File: config.mk
export PLATFORM = sky130hd
export DESIGN_NAME = ram8_scan_flat
export DESIGN_NICKNAME = d
export VERILOG_FILES = /design/src/rtl/ram8_scan_pkg.sv /design/src/rtl/ram8_scan_if.sv /design/src/rtl/ram8_word_mux.sv /design/src/rtl/ram8_scan.sv /design/src/flat_wrapper.sv
export SDC_FILE = /design/constraint.sdc
export NUM_CORES = 1
export LEC_CHECK = 0
export ABC_AREA = 1
export BUFFER_PORTS_ARGS = -buffer_cell sky130_fd_sc_hd__clkbuf_2
export CORE_UTILIZATION = 50
export DETAILED_ROUTE_END_ITERATION = 8
export GPL_TIMING_DRIVEN = 0
export HOLD_SLACK_MARGIN = 0.08
export PLACE_DENSITY = 0.71
export SLEW_MARGIN = 20
export SYNTH_ARGS = -nofsm -noshare
export SYNTH_HDL_FRONTEND = slang
export SYNTH_SLANG_ARGS = --single-unit
File: constraint.sdc
create_clock -name clk -period 1.91 [get_ports clk]
set_clock_uncertainty 0.2 [all_clocks]
set_input_delay 0.2865 -clock clk [delete_from_list [all_inputs] [get_ports clk]]
set_output_delay 0.2865 -clock clk [all_outputs]
set_load 0.005 [all_outputs]
File: src/rtl/ram8_scan_pkg.sv
// Shared types and constants for the ram8_scan register bank and scan engine.
package ram8_scan_pkg;

  localparam int unsigned RAM8_DEPTH  = 8;
  localparam int unsigned RAM8_ADDR_W = 3;
  localparam logic [RAM8_ADDR_W-1:0] RAM8_LAST_IDX = 3'd7;

  typedef enum logic [0:0] {
    StIdle = 1'b0,
    StScan = 1'b1
  } state_e;

endpackage

File: src/rtl/ram8_scan_if.sv
// Scan stream bundle: valid/ready handshake carrying the word, its index and a last flag.
interface ram8_scan_if #(
  parameter int unsigned WIDTH = 16
);
  import ram8_scan_pkg::*;

  logic                   s_valid;
  logic                   s_ready;
  logic [WIDTH-1:0]       s_data;
  logic [RAM8_ADDR_W-1:0] s_sel;
  logic                   s_last;

  modport master (
    output s_valid,
    output s_data,
    output s_sel,
    output s_last,
    input  s_ready
  );

  modport slave (
    input  s_valid,
    input  s_data,
    input  s_sel,
    input  s_last,
    output s_ready
  );

endinterface

File: src/rtl/ram8_word_mux.sv
// 8-way WIDTH-bit word multiplexer with a 3-bit select.
module ram8_word_mux
  import ram8_scan_pkg::*;
#(
  parameter int unsigned WIDTH = 16
) (
  input  logic [RAM8_ADDR_W-1:0]           sel_i,
  input  logic [RAM8_DEPTH-1:0][WIDTH-1:0] words_i,
  output logic [WIDTH-1:0]                 word_o
);

  assign word_o = words_i[sel_i];

endmodule

File: src/rtl/ram8_scan.sv
// Eight-entry register bank with a random read port and an in-order scan streamer.
// Optional RAM8_SCAN_BYPASS_EN forwards same-edge writes into the captured scan word.
module ram8_scan
  import ram8_scan_pkg::*;
#(
  parameter int unsigned WIDTH = 16
) (
  input  logic                   clk,
  input  logic                   rst_n,
  input  logic                   load,
  input  logic [RAM8_ADDR_W-1:0] addr,
  input  logic [WIDTH-1:0]       in,
  output logic [WIDTH-1:0]       out,
  input  logic                   start,
  output logic                   busy,
  output logic                   done,
  ram8_scan_if.master            scan
);

  logic [RAM8_DEPTH-1:0][WIDTH-1:0] bank_q;
  state_e                 state_q, state_d;
  logic [RAM8_ADDR_W-1:0] idx_q, idx_d;
  logic [WIDTH-1:0]       data_q, data_d;
  logic                   done_q, done_d;

  logic [RAM8_ADDR_W-1:0] cap_idx;
  logic [WIDTH-1:0]       cap_word;
  logic [WIDTH-1:0]       cap_data;

  // Next word to capture: entry 0 when starting, otherwise the following entry.
  assign cap_idx = (state_q == StIdle) ? '0 : idx_q + 3'd1;

  ram8_word_mux #(
    .WIDTH (WIDTH)
  ) u_out_mux (
    .sel_i   (addr),
    .words_i (bank_q),
    .word_o  (out)
  );

  ram8_word_mux #(
    .WIDTH (WIDTH)
  ) u_cap_mux (
    .sel_i   (cap_idx),
    .words_i (bank_q),
    .word_o  (cap_word)
  );

`ifdef RAM8_SCAN_BYPASS_EN
  assign cap_data = (load && (addr == cap_idx)) ? in : cap_word;
`else
  assign cap_data = cap_word;
`endif

  always_comb begin
    state_d = state_q;
    idx_d   = idx_q;
    data_d  = data_q;
    done_d  = 1'b0;
    unique case (state_q)
      StIdle: begin
        if (start) begin
          state_d = StScan;
          idx_d   = '0;
          data_d  = cap_data;
        end
      end
      StScan: begin
        if (scan.s_ready) begin
          if (idx_q == RAM8_LAST_IDX) begin
            state_d = StIdle;
            idx_d   = '0;
            done_d  = 1'b1;
          end else begin
            idx_d  = cap_idx;
            data_d = cap_data;
          end
        end
      end
      default: state_d = StIdle;
    endcase
  end

  always_ff @(posedge clk or negedge rst_n) begin
    if (!rst_n) begin
      bank_q <= '0;
    end else if (load) begin
      bank_q[addr] <= in;
    end
  end

  always_ff @(posedge clk or negedge rst_n) begin
    if (!rst_n) begin
      state_q <= StIdle;
      idx_q   <= '0;
      data_q  <= '0;
      done_q  <= 1'b0;
    end else begin
      state_q <= state_d;
      idx_q   <= idx_d;
      data_q  <= data_d;
      done_q  <= done_d;
    end
  end

  assign scan.s_valid = (state_q == StScan);
  assign scan.s_data  = data_q;
  assign scan.s_sel   = idx_q;
  assign scan.s_last  = (state_q == StScan) && (idx_q == RAM8_LAST_IDX);
  assign busy         = (state_q == StScan);
  assign done         = done_q;

endmodule
File: src/flat_wrapper.sv
// flat-port wrapper written by rule: the top's interface ports become plain ports
module ram8_scan_flat import ram8_scan_pkg::*;
#(
  parameter int unsigned WIDTH = 16
)
  (clk, rst_n, load, addr, in, out, start, busy, done, scan_s_valid, scan_s_data, scan_s_sel, scan_s_last, scan_s_ready);
  ram8_scan_if #(.WIDTH(WIDTH)) scan_i ();
  input  logic clk;
  input  logic rst_n;
  input  logic load;
  input  logic [RAM8_ADDR_W-1:0] addr;
  input  logic [WIDTH-1:0] in;
  output logic [WIDTH-1:0] out;
  input  logic start;
  output logic busy;
  output logic done;
  output wire logic [$bits(scan_i.s_valid)-1:0] scan_s_valid;
  output wire logic [$bits(scan_i.s_data)-1:0] scan_s_data;
  output wire logic [$bits(scan_i.s_sel)-1:0] scan_s_sel;
  output wire logic [$bits(scan_i.s_last)-1:0] scan_s_last;
  input wire logic [$bits(scan_i.s_ready)-1:0] scan_s_ready;
  assign scan_s_valid = scan_i.s_valid;
  assign scan_s_data = scan_i.s_data;
  assign scan_s_sel = scan_i.s_sel;
  assign scan_s_last = scan_i.s_last;
  assign scan_i.s_ready = scan_s_ready;
  ram8_scan #(.WIDTH(WIDTH)) u_core (.clk(clk), .rst_n(rst_n), .load(load), .addr(addr), .in(in), .out(out), .start(start), .busy(busy), .done(done), .scan(scan_i));
endmodule
## Yosys cells after proc, flatten, opt, wreduce, memory -nomap -nowiden

Cells that the tools add are included.

| storage, ports and cells | value |
|---|---|
| flip-flop bits (word level) | 149 |
| bits of input ports | 24 |
| output and inout bits | 39 |
| logic and storage cells | 48 |

| cells by class | value |
|---|---|
| add/sub/neg operators | 1 |
| magnitude comparators | 3 |
| eq/ne operators | 4 |
| mux-type cells | 23 |
| bitwise logic cells | 1 |
| reduce and logical (&&, ||, !) cells | 4 |

Operators with widths:

| cell | number |
|---|---|
| $bwmux 128 | 1 |
| $bmux 16 s3 | 2 |
| $mux 16 | 6 |
| $demux 16 s3 | 1 |
| $pmux 16 s2 | 1 |
| $mux 3 | 4 |
| $lt 3x4->1 const B | 2 |
| $mux 1 | 6 |
| $ne 2x2->1 const B | 3 |
| $pmux 3 s2 | 1 |
| $add 3x1->3 const B | 1 |
| $eq 3x3->1 const B | 1 |
| $ge 3x1->1 const B | 1 |
| $reduce_and 3->1 | 1 |
| $logic_and 1x1->1 | 2 |
| $pmux 1 s2 | 1 |
| $reduce_and 2->1 | 1 |
| $not 1->1 | 1 |

## Logic depth before layout (Yosys ltp)

| logic depth | value |
|---|---|
| word-level depth | 7 |
| mapped depth | 9 |
| mapped depth without buffers | 7 |

## Modules after synthesis

Synthesis repeated with hierarchy kept, for this count alone.

| second synthesis, totals | value |
|---|---|
| cell total of the unflattened synthesis | 1,452 |
| area total of the unflattened synthesis | 9,258.9 um^2 |

Modules (own cells, without submodules):

| module | instances | cells each | area each (um^2) | sequential area each (um^2) |
|---|---|---|---|---|
| ram8_scan | 1 | 600 | 5,735.5 | 3,728.6 |
| ram8_word_mux | 2 | 426 | 1,761.7 | 0.0 |

## Least setup slack after synthesis

Ideal clock, no wire load.

| timing | value |
|---|---|
| path type | register -> register |
| from | register u_core.idx_q[0] (netlist: u_core.scan.s_sel[0]) |
| to | register u_core.data_q[10] (netlist: u_core.scan.s_data[10]) |
| library setup time | 0.117 ns |
| arrival time | 1.586 ns |
| data required time | 1.593 ns |
| setup slack | 0.007 ns |
| cell stages (with the launch flop) | 8 |
| buffers on the path | 1 |
| period minus slack after synthesis | 1.903 ns |
| path through | dfrtp_1 > ha_1 > ha_1 > nand2_4 > buf_1 > nand3_1 > nand3_1 > nand2_1 |

| on the way | value |
|---|---|
| longest elaborated chain between the ends | 7 |
| elaborated cells between the ends (all ways) | 11 |
| classes of those cells | add/sub: 1; eq/ne: 2; mux: 7; reduce/logical: 1 |

Ends and longest elaborated chain:

| what | RTL line | RTL |
|---|---|---|
| from (decl) | ram8_scan.sv:22 | `logic [RAM8_ADDR_W-1:0] idx_q, idx_d;` |
| from (signal assigned) | ram8_scan.sv:100 | `idx_q <= idx_d;` |
| $add 3x1->3 | ram8_scan.sv:31 | `assign cap_idx = (state_q == StIdle) ? '0 : idx_q + 3'd1;` |
| $mux 3 | ram8_scan.sv:31 |  |
| $bmux 16 s3 | ram8_word_mux.sv:12 | `assign word_o = words_i[sel_i];` |
| $mux 16 (implied by the code) | ram8_word_mux.sv:12 |  |
| $mux 16 | ram8_scan.sv:70 | `if (idx_q == RAM8_LAST_IDX) begin` |
| $mux 16 | ram8_scan.sv:69 | `if (scan.s_ready) begin` |
| $pmux 16 s2 | ram8_scan.sv:60 | `unique case (state_q)` |
| to (signal assigned) | ram8_scan.sv:101 | `data_q <= data_d;` |
| to (decl) | ram8_scan.sv:23 | `logic [WIDTH-1:0] data_q, data_d;` |

Parallel ways exist; a longest one is shown, timed or not. The select of a mux whose other input is x is not followed.
A chain may end at the register's enable or synchronous reset.

## Final worst setup path

| timing | value |
|---|---|
| from | register u_core.bank_q[101] (netlist bit) |
| to | output port out[5] |

| on the way | value |
|---|---|
| longest elaborated chain between the ends | 2 |

Ends and longest elaborated chain:

| what | RTL line | RTL |
|---|---|---|
| from (decl) | ram8_scan.sv:20 | `logic [RAM8_DEPTH-1:0][WIDTH-1:0] bank_q;` |
| from (signal, indexed assignment) | ram8_scan.sv:88 | `bank_q[addr] <= in;` |
| $bmux 16 s3 | ram8_word_mux.sv:12 |  |
| $mux 16 (implied by the code) | ram8_word_mux.sv:12 |  |
| to (decl) | flat_wrapper.sv:13 | `output logic [WIDTH-1:0] out;` |

Every way passes these cells. The select of a mux whose other input is x is not followed.

==> flow_summary_export.csv <==
group,metric,value,unit
timing,worst_pin_slew,0.597,ns
synth,syn_nets,1145,
worst_setup_path,path_max_fanout,2,
worst_setup_path,cp-end-kind,"output port",
finish,fill_cells,1348,
drt,via_per_inst,5.48,
finish,synthToLayoutAreaGrowth,26.4,%
grt,gr-total-overflow,0,
clocking,root_buffer,"clkbuf_16",
floorplan,die_h,130,um
clocking,cts_max_level,4,
clocking,cts.path.max_buffers,2,
drt,drc_errors,0,
run_status,outcome,"complete, but fails checks",
drt,num_vias,8269,
grt,grt_pass1_vias,7441,
clocking,clk_latency,0.44,ns
synth,ys_warn_count,0,
timing,rsz0062_at_grt,"yes",
timing,finalCritPeriodShare,105,%
min_path,min_from,"addr[0]",
synth,syn_area_per_cell,7.34,um^2
grt,antenna_found_initial,0,
finish,fin_nets,1308,
timing,setup_violations,12,
finish,final-seq-area,3730,um^2
synth,synthCells,1118,
drt,first_iter_violations,1105,
place,place_congestion,0.907,
flow_run,cap_violations,0,
grt,grt_util_all_layers,31.9,%
finish,layout_common_cells,"nand2_1 (322), dfrtp_1 (147), inv_1 (124), nand3_1 (106), o21ai_0 (91)",
synth,syn_area,8200,um^2
worst_setup_path,critPathKind,"flop to output port",
finish,final_common_cell,"nand2_1",
worst_setup_path,setup.worst_path.start,"u_core.bank_q[101]",
drt,wl_per_cell,17.7,um
clocking,cts_tree,"yes",
grt,grt_start_max_net_pins,84,
drt,detail_route.first_pass.iterations,6,
power,power_density,1430,nW/um^2
power,leakage,5.31,nW
floorplan,core_area,15900,um^2
floorplan,chipWidth,130,um
place,dp_hpwl,18600,um
power,total_power,0.0148,W
floorplan,num_io_pins,63,
timing,maxSlewViolCount,0,
floorplan,start_util,51.4,%
drt,ant_nets,0,
timing,fin_crit,2.01,ns
finish,drive_gt1_share,24.1,%
finish,multi_input_area,3590,um^2
grt,grt_pass1_wl,40000,um
synth,ys_ff_latch,149,
worst_setup_path,critPathRequiredTime,1.42,ns
worst_setup_path,reg2reg_from,"u_core.bank_q[107]",
synth,ys_seq_area_share,45.5,%
timing,setup_slack,-0.0974,ns
min_path,hp-class,"primary input to flop",
timing,clock.fmax,498,MHz
finish,n_antenna_cell,0,
worst_setup_path,critPathArrivalTime,1.52,ns
power,peakVddDrop,0.000870,V
place,pre_cts_ws,-0.385,ns
worst_setup_path,crit_path_start_kind,"flop",
floorplan,dieArea,16900,um^2
drt,routed_wl,26700,um
run_status,violations,"negative setup slack",
floorplan,row_count,46,
synth,synthDistinctLibCells,26,
finish,final_util,65.0,%
timing,slew_headroom,60.2,%
place,portBuffers,61,
clocking,cts.sinks,149,
clocking,cts_buffers,17,
clocking,clkTransAtPathRegs,0.06,ns
timing,hold_viol,0,
-- area by class of cell --
class	instances	area share, %
sequential	149	36.0
multi-input combinational	740	34.6
timing repair buffer	144	10.1
inverter	161	5.94
buffer	68	5.25
clock buffer	20	4.41
tap	216	2.61
clock inverter	10	1.04
-- critical path, cell delays in order, from the launching register on --
cell and delay, ns:
dfrtp_1 0.39, inv_2 0.07, a21oi_1 0.05, o21ai_1 0.10
nand2_1 0.11, inv_1 0.08, nand4_1 0.14, clkbuf_2 0.15
-- state kept, by name, indices dropped and copies added, names as in the netlist --
signal and count:
u_core.busy 1, u_core.scan.s_sel 3, u_core.bank_q 128, u_core.done 1, u_core.scan.s_data 16
-- through the flow --
| stage | setup TNS [ns] | hold slack (ns) | std cells | cell area (um^2) |
|---|---|---|---|---|
| floorplan | 0 | -0.209 | 1118 | 8200 |
| finish | -0.652 | 0.116 | 1508 | 10400 |
| global placement | -340.52 | 0.264 | 1395 | 8780 |
| detailed placement | -6.21 | 0.124 | 1396 | 8810 |
| CTS | -0.238 | 0.0847 | 1484 | 9970 |
| global route | -1.71 | 0.157 | 1508 | 10400 |
-- cell usage after synthesis (all sizes together) --
library cell / count / share of area, %
nand4: 17 / 1.3
a21oi: 50 / 3.1
o211ai: 16 / 1.5
o21ai: 163 / 10
dfrtp: 149 / 45
nor2: 36 / 2.1
inv: 160 / 7.3
nand3: 116 / 7.1
nand2: 339 / 16
ha: 3 / 0.46
buf: 59 / 4.7
clkinv: 1 / 0.046
clkbuf: 9 / 0.56
-- final timing paths --
kind                                           to  slack, ns  cells past startpoint
max                                        out[5]       -0.1                      7
min                            u_core.bank_q[127]       0.12                      5
max reg2reg                u_core.scan.s_data[11]       0.01                     13
min reg2reg                 u_core.scan.s_data[5]       0.27                      2
max in group asynchronous       u_core.bank_q[94]       0.49                      3
min in group asynchronous      u_core.bank_q[127]       0.21                      2
-- layer usage --
layer	global-route usage, %	part of all wire [%]
met5	0	0
met4	13.3	3.5
met3	6.15	8.1
met2	49.9	46
met1	43.2	42
-- report_power, final --
part	leakage, nW	internal, W	total (W)	switching (W)
sequential	1.86	0.00389	0.00441	0.000519
combinational	3.17	0.00273	0.00706	0.00433
clock	0.273	0.00196	0.00330	0.00134
-- cells by family after synthesis --
| family | synth area share (%) |
|---|---|
| AO/OA/AOI/OAI | 14.8 |
| AND/OR/NAND/NOR | 26.6 |
| buffers and inverters | 12.6 |
| adder cells (fa/ha/maj) | 0.458 |
| flip-flops | 45.5 |
-- timing repair --
| action | 4_1_cts | 5_1_grt |
|---|---|---|
| setup endpoints to repair | 34 | 33 |
| setup buffers | 37 | 25 |
| hold buffers | 20 | 0 |
| cloned | 1 | 1 |
| resized for setup | 55 | 97 |
| hold endpoints to repair | 96 | 0 |
| pin swaps | 20 | 33 |
Note: power is estimated with default switching activity, not from simulation.
